[src/rtl/orbit_update_scheduler.sv]
// Round-robin scheduler that serialises per-planet orbit-angle updates through one shared trig LUT.
// Each grant advances the planet's angle by one step and publishes the sampled sine/cosine.
module orbit_update_scheduler #(
   parameter int ANGLE_W     = 8,
   parameter int DATA_W      = 10,
   parameter int ACK_TIMEOUT = 16
) (
   input  logic               clk1485,
   input  logic               rst_n,
   input  logic               tick_mercur,
   input  logic               tick_venus,
   input  logic               tick_earth,
   input  logic               pause,
   input  logic               clr_err,
   output logic               lut_req,
   output logic [ANGLE_W-1:0] lut_angle,
   input  logic               lut_ack,
   input  logic [DATA_W-1:0]  lut_sin,
   input  logic [DATA_W-1:0]  lut_cos,
   output logic               upd_valid,
   output logic [1:0]         upd_planet,
   output logic [DATA_W-1:0]  upd_sin,
   output logic [DATA_W-1:0]  upd_cos,
   output logic [2:0]         overrun,
   output logic               lut_timeout
);

   localparam int TW = $clog2(ACK_TIMEOUT + 1);

   typedef enum logic [1:0] {ST_IDLE, ST_REQ, ST_OUT} state_t;

   state_t                    state_q, state_d;
   logic [2:0]                pending_q, pending_d;
   logic [2:0][ANGLE_W-1:0]   angle_q, angle_d;
   logic [1:0]                rr_q, rr_d;
   logic [1:0]                grant_q, grant_d;
   logic [ANGLE_W-1:0]        lut_angle_q, lut_angle_d;
   logic [TW-1:0]             timer_q, timer_d;
   logic [1:0]                planet_q, planet_d;
   logic [DATA_W-1:0]         sin_q, sin_d;
   logic [DATA_W-1:0]         cos_q, cos_d;
   logic [2:0]                overrun_q, overrun_d;
   logic                      timeout_q, timeout_d;

   logic [2:0]                tick_vec;
   logic [2:0]                grant_clr;
   logic [2:0]                ovr_set;
   logic                      commit;
   logic                      timeout_set;
   logic [1:0]                pick;
   logic                      pick_vld;
   logic [1:0]                cand1, cand2;
   logic [ANGLE_W-1:0]        pick_angle;

   function automatic logic [1:0] next3(input logic [1:0] v);
      return (v == 2'd2) ? 2'd0 : v + 2'd1;
   endfunction

   assign tick_vec = {tick_earth, tick_venus, tick_mercur};

   // Priority walks rr_q, rr_q+1, rr_q+2; later assignments are higher priority.
   always_comb begin
      cand1    = next3(rr_q);
      cand2    = next3(cand1);
      pick     = rr_q;
      pick_vld = 1'b0;
      if (pending_q[cand2]) begin
         pick     = cand2;
         pick_vld = 1'b1;
      end
      if (pending_q[cand1]) begin
         pick     = cand1;
         pick_vld = 1'b1;
      end
      if (pending_q[rr_q]) begin
         pick     = rr_q;
         pick_vld = 1'b1;
      end
   end

   always_comb begin
      case (pick)
         2'd1:    pick_angle = angle_q[1];
         2'd2:    pick_angle = angle_q[2];
         default: pick_angle = angle_q[0];
      endcase
   end

   always_comb begin
      state_d     = state_q;
      rr_d        = rr_q;
      grant_d     = grant_q;
      lut_angle_d = lut_angle_q;
      timer_d     = timer_q;
      planet_d    = planet_q;
      sin_d       = sin_q;
      cos_d       = cos_q;
      grant_clr   = 3'b000;
      commit      = 1'b0;
      timeout_set = 1'b0;
      case (state_q)
         ST_IDLE: begin
            if (!pause && pick_vld) begin
               grant_clr   = 3'b001 << pick;
               grant_d     = pick;
               rr_d        = next3(pick);
               lut_angle_d = pick_angle + 1'b1;
               timer_d     = '0;
               state_d     = ST_REQ;
            end
         end
         ST_REQ: begin
            if (lut_ack) begin
               sin_d    = lut_sin;
               cos_d    = lut_cos;
               planet_d = grant_q;
               commit   = 1'b1;
               state_d  = ST_OUT;
            end else if (timer_q == TW'(ACK_TIMEOUT - 1)) begin
               timeout_set = 1'b1;
               state_d     = ST_IDLE;
            end else begin
               timer_d = timer_q + 1'b1;
            end
         end
         ST_OUT:  state_d = ST_IDLE;
         default: state_d = ST_IDLE;
      endcase
   end

   // A new tick always wins over the grant clearing the same pending bit.
   genvar gi;
   generate
      for (gi = 0; gi < 3; gi++) begin : g_planet
         assign pending_d[gi] = tick_vec[gi] | (pending_q[gi] & ~grant_clr[gi]);
         assign ovr_set[gi]   = tick_vec[gi] & pending_q[gi] & ~grant_clr[gi];
         assign overrun_d[gi] = ovr_set[gi] | (overrun_q[gi] & ~clr_err);
         assign angle_d[gi]   = (commit && (grant_q == 2'(gi))) ? lut_angle_q : angle_q[gi];
      end
   endgenerate

   assign timeout_d = timeout_set | (timeout_q & ~clr_err);

   always_ff @(posedge clk1485 or negedge rst_n) begin
      if (!rst_n) begin
         state_q     <= ST_IDLE;
         pending_q   <= '0;
         angle_q     <= '0;
         rr_q        <= 2'd0;
         grant_q     <= 2'd0;
         lut_angle_q <= '0;
         timer_q     <= '0;
         planet_q    <= 2'd0;
         sin_q       <= '0;
         cos_q       <= '0;
         overrun_q   <= '0;
         timeout_q   <= 1'b0;
      end else begin
         state_q     <= state_d;
         pending_q   <= pending_d;
         angle_q     <= angle_d;
         rr_q        <= rr_d;
         grant_q     <= grant_d;
         lut_angle_q <= lut_angle_d;
         timer_q     <= timer_d;
         planet_q    <= planet_d;
         sin_q       <= sin_d;
         cos_q       <= cos_d;
         overrun_q   <= overrun_d;
         timeout_q   <= timeout_d;
      end
   end

   assign lut_req     = (state_q == ST_REQ);
   assign upd_valid   = (state_q == ST_OUT);
   assign lut_angle   = lut_angle_q;
   assign upd_planet  = planet_q;
   assign upd_sin     = sin_q;
   assign upd_cos     = cos_q;
   assign overrun     = overrun_q;
   assign lut_timeout = timeout_q;

endmodule

[config.mk]
export PLATFORM = sky130hd
export DESIGN_NAME = orbit_update_scheduler
export DESIGN_NICKNAME = d
export VERILOG_FILES = /design/src/rtl/orbit_update_scheduler.sv
export SDC_FILE = /design/constraint.sdc
export NUM_CORES = 1
export LEC_CHECK = 0
export BUFFER_PORTS_ARGS = -buffer_cell sky130_fd_sc_hd__buf_2
export CORE_MARGIN = 5
export CORE_UTILIZATION = 45
export CTS_BUF_LIST = sky130_fd_sc_hd__clkbuf_16
export DETAILED_ROUTE_END_ITERATION = 10
export PLACE_DENSITY = 0.7
export SKIP_CTS_REPAIR_TIMING = 1
export SLEW_MARGIN = 10
export SYNTH_ARGS = -nofsm -noshare
export SYNTH_HDL_FRONTEND = slang
export SYNTH_SLANG_ARGS = --single-unit
[constraint.sdc]
create_clock -name clk1485 -period 7.56 [get_ports clk1485]
set_clock_uncertainty 0.15 [all_clocks]
set_input_delay 0.756 -clock clk1485 [delete_from_list [all_inputs] [get_ports clk1485]]
set_output_delay 0.756 -clock clk1485 [all_outputs]
set_load 0.1 [all_outputs]
==> results.cfg, run 1 <==
[layout]
final_cell_area_um2 = 3940
final_nets = 361
final_util_pct = 54.9
multi_input_area_um2 = 1380
area_delta_synth_final_pct = 20.5
regArea_um2 = 1800
fillCellCount = 629
mostFrequentLayoutCell = dfrtp_1
drive_gt1_share_pct = 42.1
final_cell_mix = dfrtp_1 (72), buf_2 (63), mux2_2 (38)
diodes = 0

[setup_path]
critPathRequiredTime_ns = 7.66
r2r_end = lut_angle[5]
critPathSlowestCell = ha_1
cp_common_cell = a31oi_1
reg2reg_depth = 10
max_stage_delay_ns = 0.82
path_cells = nor2b_1 -> nand2_1 -> a21oi_1 -> a31oi_1 -> ha_1 -> nor2_1 -> a21oi_4 -> nand3_2 -> or3_1 -> a31oi_1
rr_startpoint = rr_q[1]
worstSetupPathType = reg2reg
arrival_ns = 3.15
rrSetupSlack_ns = 4.51
cp-end-kind = flip-flop
worstPathMaxFanout = 16
worst_setup_path_start_kind = flip-flop

[timing]
slew_headroom_pct = 40.7
hold_violations = 0
finalCritPeriodShare_pct = 40.4
finalSetupViolations = 0
tightest_slew_ns = 0.890
fin_tns_setup_ns = 0
slew_violations = 0
fmax_mhz = 327
fin_crit_ns = 3.05
grt_setup_unrepaired = false

[synth]
synth.cell_area_um2 = 3270
ys_async_sr_fraction_pct = 100
synthDistinctLibCells = 42
synth_edf_count = 0
synth_fp_nets = 295
synth_cells = 259
ys_seq_area_share_pct = 55.0
yosys_register_bits = 72
yosysWarningCount = 0
synthFlopType = dfrtp_1
syn_avg_cell_area_um2 = 12.6

[floorplanning]
core_area_um2 = 7180
die_y_um = 95.3
die_x_um = 95.3
rows = 31
die_area_um2 = 9080
io_pins = 64
start_util_pct = 45.6

[global_route]
antenna_found_initial = 0
grt.overflow.total = 0
grt_max_degree = 73
grt_pass1_wl_mm = 10.3
grt_pass1_vias = 2250
grt_use_total_pct = 14.8

[clock_tree]
cts_tree = done
cts_max_level = 3
cts.sinks = 72
clkTransAtPathRegs_ns = 0.05
clockBufferDepth = 2
numCtsBuffers = 9
root_buffer = clkbuf_16
clk-insertion-delay-late_ns = 0.33

[place]
routabilityCongestion = 0.844
portBuffers = 63
dp_hpwl_mm = 4.28
postPlaceCellArea_um2 = 3660

[route]
drt_first_pass_iters = 4
post-route-drc-count = 0
wl_per_cell_um = 14.5
viasPerCell = 5.12
wl_mm = 6.24
drt_iter0_markers = 64
routed-via-count = 2198
final_antenna_net_count = 0

[hold_path]
holdPathStages = 1
hold_path_end = overrun[2]
worstHoldStart = overrun[2]
min-delay-path-class = reg2reg

[run_status]
outcome = finished, final reports clean

[job]
maxCapViolCount = 0
critical path: cells and delay by family (launching register included):
family | cells | cell delay, ns
compound gates | 4 | 0.66
fa+ha+maj | 1 | 0.82
flops | 1 | 0.45
simple gates | 5 | 0.89
cells by family after synthesis:
group,Yosys count,share of synthesized area (%)
xor gates and xnor gates,5,1.34
and+or+nand+nor,64,9.82
muxes,46,16.7
adders and majority gates,8,3.06
AOI/OAI and AO/OA,46,10.9
DFF,72,55.0
buffers and inverters,18,3.10
area by class of cell:
class,count,area share (%)
flip-flops and latches,72,45.7
multi-input cells,169,34.9
repair buffers,65,8.38
clock buffers,9,5.71
well taps,99,3.14
clock inverters,7,1.40
inverters,8,0.793
how the worst max path moves through the flow:
stage / startpoint / to / cells past startpoint
3_3_place_gp: rr_q[1] / lut_angle[5] / 10
4_1_cts: rr_q[1] / lut_angle[5] / 10
2_1_floorplan: state_q[0] / upd_valid / 1
5_1_grt: rr_q[1] / lut_angle[4] / 11
3_5_place_dp: rr_q[1] / lut_angle[5] / 10
6_report: rr_q[1] / lut_angle[5] / 10
cells in the mapped netlist (all sizes together) (4+ instances only):
| cell | instances | area share (%) |
|---|---|---|
| dfrtp | 72 | 55 |
| mux2 | 46 | 17 |
| nand2 | 25 | 3.1 |
| nor2 | 14 | 1.6 |
| o21ai | 12 | 1.8 |
| a21oi | 9 | 2.6 |
| buf | 9 | 2.0 |
| nand3 | 9 | 1.5 |
| a22oi | 8 | 2.3 |
| ha | 8 | 3.1 |
| inv | 7 | 0.80 |
| xor2 | 4 | 1.1 |
state kept, by name (all words and copies together) (netlist names):
name         cells
grant_q          2
lut_angle        8
lut_timeout      1
rr_q             2
overrun          3
state_q          2
angle_q         24
pending_q        3
upd_sin         10
upd_cos         10
upd_planet       2
timer_q          5
through the flow:
step                      hold WS [ns]  cells  setup WS [ns]
after global placement           0.327    413           4.70
after global routing             0.359    429           4.19
final                            0.333    429           4.51
after floorplan                  0.310    259           4.90
after CTS                        0.337    429           4.51
after detailed placement         0.324    413           4.59
metal layers:
layer	vias to the layer above	track usage, %	share of wire, %
li1	1044	-	-
met1	1098	17.5	44
met2	45	25.0	50
met3	11	4.03	4.4
met4	0	6.49	1.8
met5	-	0	0
Power of run 1 is left out: the tool's default activity adds up to more than one toggle a clock period on the data nets, which glitch-free logic cannot reach.
==> inputs of run 2 (changes only) <==
==> constraint.sdc (replaced) <==
create_clock -name clk1485 -period 2.9 [get_ports clk1485]
set_clock_uncertainty 0.15 [all_clocks]
set_input_delay 0.29 -clock clk1485 [delete_from_list [all_inputs] [get_ports clk1485]]
set_output_delay 0.29 -clock clk1485 [all_outputs]
set_load 0.1 [all_outputs]
==> results.cfg, run 2 (synthesized netlist as in run 1, its figures left out) <==
[run_status]
outcome = finished, final reports clean

[timing]
finalCritPeriodShare_pct = 93.9
finalWorstSetupSlack_ns = 0.178
slew_violations = 0
grt_setup_unrepaired = true
fmax_mhz = 367
tightest_slew_ns = 0.612
hold_violations = 0
fin_tns_setup_ns = 0
finalSetupViolations = 0
fin_crit_ns = 2.72
whs_ns = 0.0243
slew_headroom_pct = 59.0

[setup_path]
arrival_ns = 2.82
path_cells = nor2b_2 -> nand2_1 -> a21oi_1 -> a31oi_1 -> buf_4 -> inv_1 -> ha_2 -> buf_4 -> a22oi_2 -> a21oi_4 -> nand3_2 -> or3_1 -> a31oi_1
crit_buf_inv = 3
cp.depth = 13
cp-startpoint = rr_q[1]
r2r_end = lut_angle[5]
worst_setup_path_start_kind = flip-flop
worstPathMaxFanout = 7
critPathCapture = lut_angle[5]
max_stage_delay_ns = 0.46
worstSetupPathType = reg2reg
rrSetupSlack_ns = 0.18
critPathRequiredTime_ns = 2.99
cp-end-kind = flip-flop
reg2reg_depth = 13
critPathSlowestCell = dfrtp_1
rr_startpoint = rr_q[1]
cp_top_family = compound AO/OA/AOI/OAI gates

[global_route]
antenna_found_initial = 0
grt_use_total_pct = 15.4
grt_pass1_wl_mm = 10.7
grt.overflow.total = 0
grt_max_degree = 73
grt_pass1_vias = 2290

[layout]
area_delta_synth_final_pct = 24.1
mostFrequentLayoutCell = dfrtp_1
final_cell_mix = dfrtp_1 (72), buf_2 (63), mux2_2 (38)
fillCellCount = 625
final_nets = 366
drive_gt1_share_pct = 44.8
largest_reg_flops = 24
diodes = 0
top_register = angle_q

[route]
post-route-drc-count = 0
final_antenna_net_count = 0
drt_first_pass_iters = 4
routed-via-count = 2200
wl_mm = 6.33
viasPerCell = 5.07
drt_iter0_markers = 74
wl_per_cell_um = 14.6

[floorplanning]
die_x_um = 95.3
start_util_pct = 45.6
io_pins = 64
die_y_um = 95.3
rows = 31
die_area_um2 = 9080
core_area_um2 = 7180

[place]
pre_cts_slack_ns = 0.131
dp_hpwl_mm = 4.37
portBuffers = 63
routabilityCongestion = 0.852

[clock_tree]
numCtsBuffers = 9
cts.sinks = 72
clk-insertion-delay-late_ns = 0.33
cts_tree = done
clkTransAtPathRegs_ns = 0.06
cts_max_level = 3
clockBufferDepth = 2
root_buffer = clkbuf_16

[hold_path]
min-delay-path-class = in2reg

[job]
maxCapViolCount = 0
==> run 2: metrics by stage <==
step           area (um2)  instances  util, %
2_1_floorplan        3270        259        -
3_3_place_gp         3700        417     51.6
3_5_place_dp         3700        417     51.6
4_1_cts              4040        433     56.3
5_1_grt              4060        434     56.6
6_report             4060        434     56.6
==> run 2: worst min path at each step <==
stage | from | cells past startpoint | slack [ns] | endpoint
finish | tick_earth | 2 | 0.02 | pending_q[2]
global route | tick_venus | 2 | 0.03 | pending_q[1]
CTS | rst_n | 2 | -0.15 | angle_q[13]
detailed placement | rst_n | 2 | 0.20 | angle_q[13]
global placement | rst_n | 2 | 0.20 | angle_q[21]
floorplan | rst_n | 0 | -0.16 | angle_q[0]
==> run 2: routing by layer <==
layer | vias up | global-route usage [%] | routed length (um)
met5 | - | 0 | 0
met4 | 0 | 5.77 | 84
met3 | 9 | 3.47 | 243
met2 | 39 | 25.8 | 3190
met1 | 1088 | 19.3 | 2810
li1 | 1064 | - | -
==> run 2: area by class of cell <==
| class | instances | area, um2 | share of cell area [%] |
|---|---|---|---|
| Timing Repair Buffer | 70 | 383 | 9.43 |
| Multi-Input combinational cell | 169 | 1390 | 34.1 |
| Inverter | 8 | 31.3 | 0.770 |
| Clock inverter | 7 | 111 | 2.74 |
| Clock buffer | 9 | 225 | 5.55 |
| Tap cell | 99 | 124 | 3.05 |
| Sequential cell | 72 | 1800 | 44.4 |
Power of run 2 is left out for the same reason.
==> inputs of run 3 (changes only) <==
--- a/config.mk
+++ b/config.mk
@@ -6,11 +6,11 @@
 export NUM_CORES = 1
 export LEC_CHECK = 0
 export BUFFER_PORTS_ARGS = -buffer_cell sky130_fd_sc_hd__buf_2
-export CORE_MARGIN = 5
-export CORE_UTILIZATION = 45
+export CORE_MARGIN = 2
+export CORE_UTILIZATION = 55
 export CTS_BUF_LIST = sky130_fd_sc_hd__clkbuf_16
 export DETAILED_ROUTE_END_ITERATION = 10
-export PLACE_DENSITY = 0.7
+export PLACE_DENSITY = 0.83
 export SKIP_CTS_REPAIR_TIMING = 1
 export SLEW_MARGIN = 10
 export SYNTH_ARGS = -nofsm -noshare
==> constraint.sdc (replaced) <==
create_clock -name clk1485 -period 2.9 [get_ports clk1485]
set_clock_uncertainty 0.15 [all_clocks]
set_input_delay 0 -clock clk1485 [delete_from_list [all_inputs] [get_ports clk1485]]
set_output_delay 0 -clock clk1485 [all_outputs]
set_load 0.1 [all_outputs]
==> results.cfg, run 3 (synthesized netlist as in run 1, its figures left out) <==
[layout]
diodes = 0
largest_reg_flops = 24
mostFrequentLayoutCell = dfrtp_1
final_cell_mix = dfrtp_1 (72), buf_2 (63), mux2_2 (38)
fillCellCount = 376
final_nets = 391
drive_gt1_share_pct = 40.6
area_delta_synth_final_pct = 30.1
top_register = angle_q

[clock_tree]
numCtsBuffers = 9
cts_max_level = 3
root_buffer = clkbuf_16
cts_tree = done
clk-insertion-delay-late_ns = 0.33
clockBufferDepth = 2
cts.sinks = 72
clkTransAtPathRegs_ns = 0.05

[floorplanning]
rows = 28
core_area_um2 = 5850
io_pins = 64
die_area_um2 = 6580
die_y_um = 81.1
die_x_um = 81.1
start_util_pct = 55.9

[timing]
slew_headroom_pct = 57.5
tightest_slew_ns = 0.636
fmax_mhz = 368
slew_violations = 0
finalSetupViolations = 0
fin_crit_ns = 2.72
finalCritPeriodShare_pct = 93.8
whs_ns = 0.0599
hold_violations = 0

[run_status]
outcome = finished, final reports clean

[hold_path]
min-delay-path-class = in2async

[route]
viasPerCell = 5.40
final_antenna_net_count = 0
post-route-drc-count = 0
wl_mm = 6.98
drt_iter0_markers = 120
drt_first_pass_iters = 4
routed-via-count = 2347
wl_per_cell_um = 16.0

[place]
portBuffers = 63
dp_hpwl_mm = 4.44
routabilityCongestion = 0.840

[global_route]
grt_pass1_vias = 2233
use_met1_pct = 28.6
grt.overflow.total = 0
grt_max_degree = 27
met2_usage_pct = 37.4
grt_pass1_wl_mm = 11.0
use_met3_pct = 7.67
antenna_found_initial = 0
grt_use_total_pct = 22.6
busiest_layer = met2

[setup_path]
max_stage_delay_ns = 0.45
cp-end-kind = flip-flop
worstPathMaxFanout = 9
worst_setup_path_start_kind = flip-flop
path_cells = nor2b_1 -> nand2_1 -> a21oi_1 -> a31oi_4 -> inv_1 -> ha_4 -> a22oi_1 -> a21oi_2 -> ha_1 -> nand3_1 -> xor2_1 -> o21ai_0
critPathRequiredTime_ns = 3.00
critPathSlowestCell = dfrtp_1
worstSetupPathType = reg2reg
arrival_ns = 2.82

[job]
maxCapViolCount = 0
==> run 3: path summary, 6_finish.rpt <==
check	endpoint	from	cells past startpoint	slack (ns)
max in group asynchronous	pending_q[2]	rst_n	3	1.81
worst min register to register	upd_sin[2]	upd_sin[2]	1	0.35
worst min-delay path	upd_sin[2]	rst_n	2	0.06
worst max register to register	lut_angle[4]	rr_q[1]	12	0.18
worst max-delay path	lut_angle[4]	rr_q[1]	12	0.18
min in group clk1485	pending_q[1]	tick_venus	3	0.28
==> run 3: area by class of cell <==
cell class              instances  area, um2  area share, %
clock buffers                   9        225           5.29
clock inverters                 7       55.1           1.29
inverters                       8       31.3          0.735
multi-input cells             169       1430           33.5
flip-flops and latches         72       1800           42.3
well taps                      75       93.8           2.20
repair buffers                 95        623           14.6
==> run 3: through the flow <==
step	utilization, %	std cells	setup WS, ns	instance area, um2	setup TNS, ns
floorplan	-	259	0.381	3270	0
CTS	67.1	407	-0.0454	3930	-0.0454
global route	72.8	435	-0.0222	4260	-0.0222
finish	72.8	435	0.179	4260	0
global placement	62.3	391	0.166	3650	0
detailed placement	62.3	391	-0.0328	3650	-0.0328
==> run 3: worst max-delay path, delay by kind of cell (launching register included) <==
family	cells	cell delay, ns
flops	1	0.45
simple gates	3	0.40
xor+xnor	1	0.15
fa+ha+maj	2	0.49
buf+inv	1	0.13
compound gates	5	0.88
==> run 3: metal layers <==
layer | vias to the layer above | part of all wire [%]
li1 | 1104 | -
met1 | 1169 | 42
met2 | 66 | 52
met3 | 8 | 4.7
met4 | 0 | 1.1
met5 | - | 0
Power of run 3 is left out for the same reason.
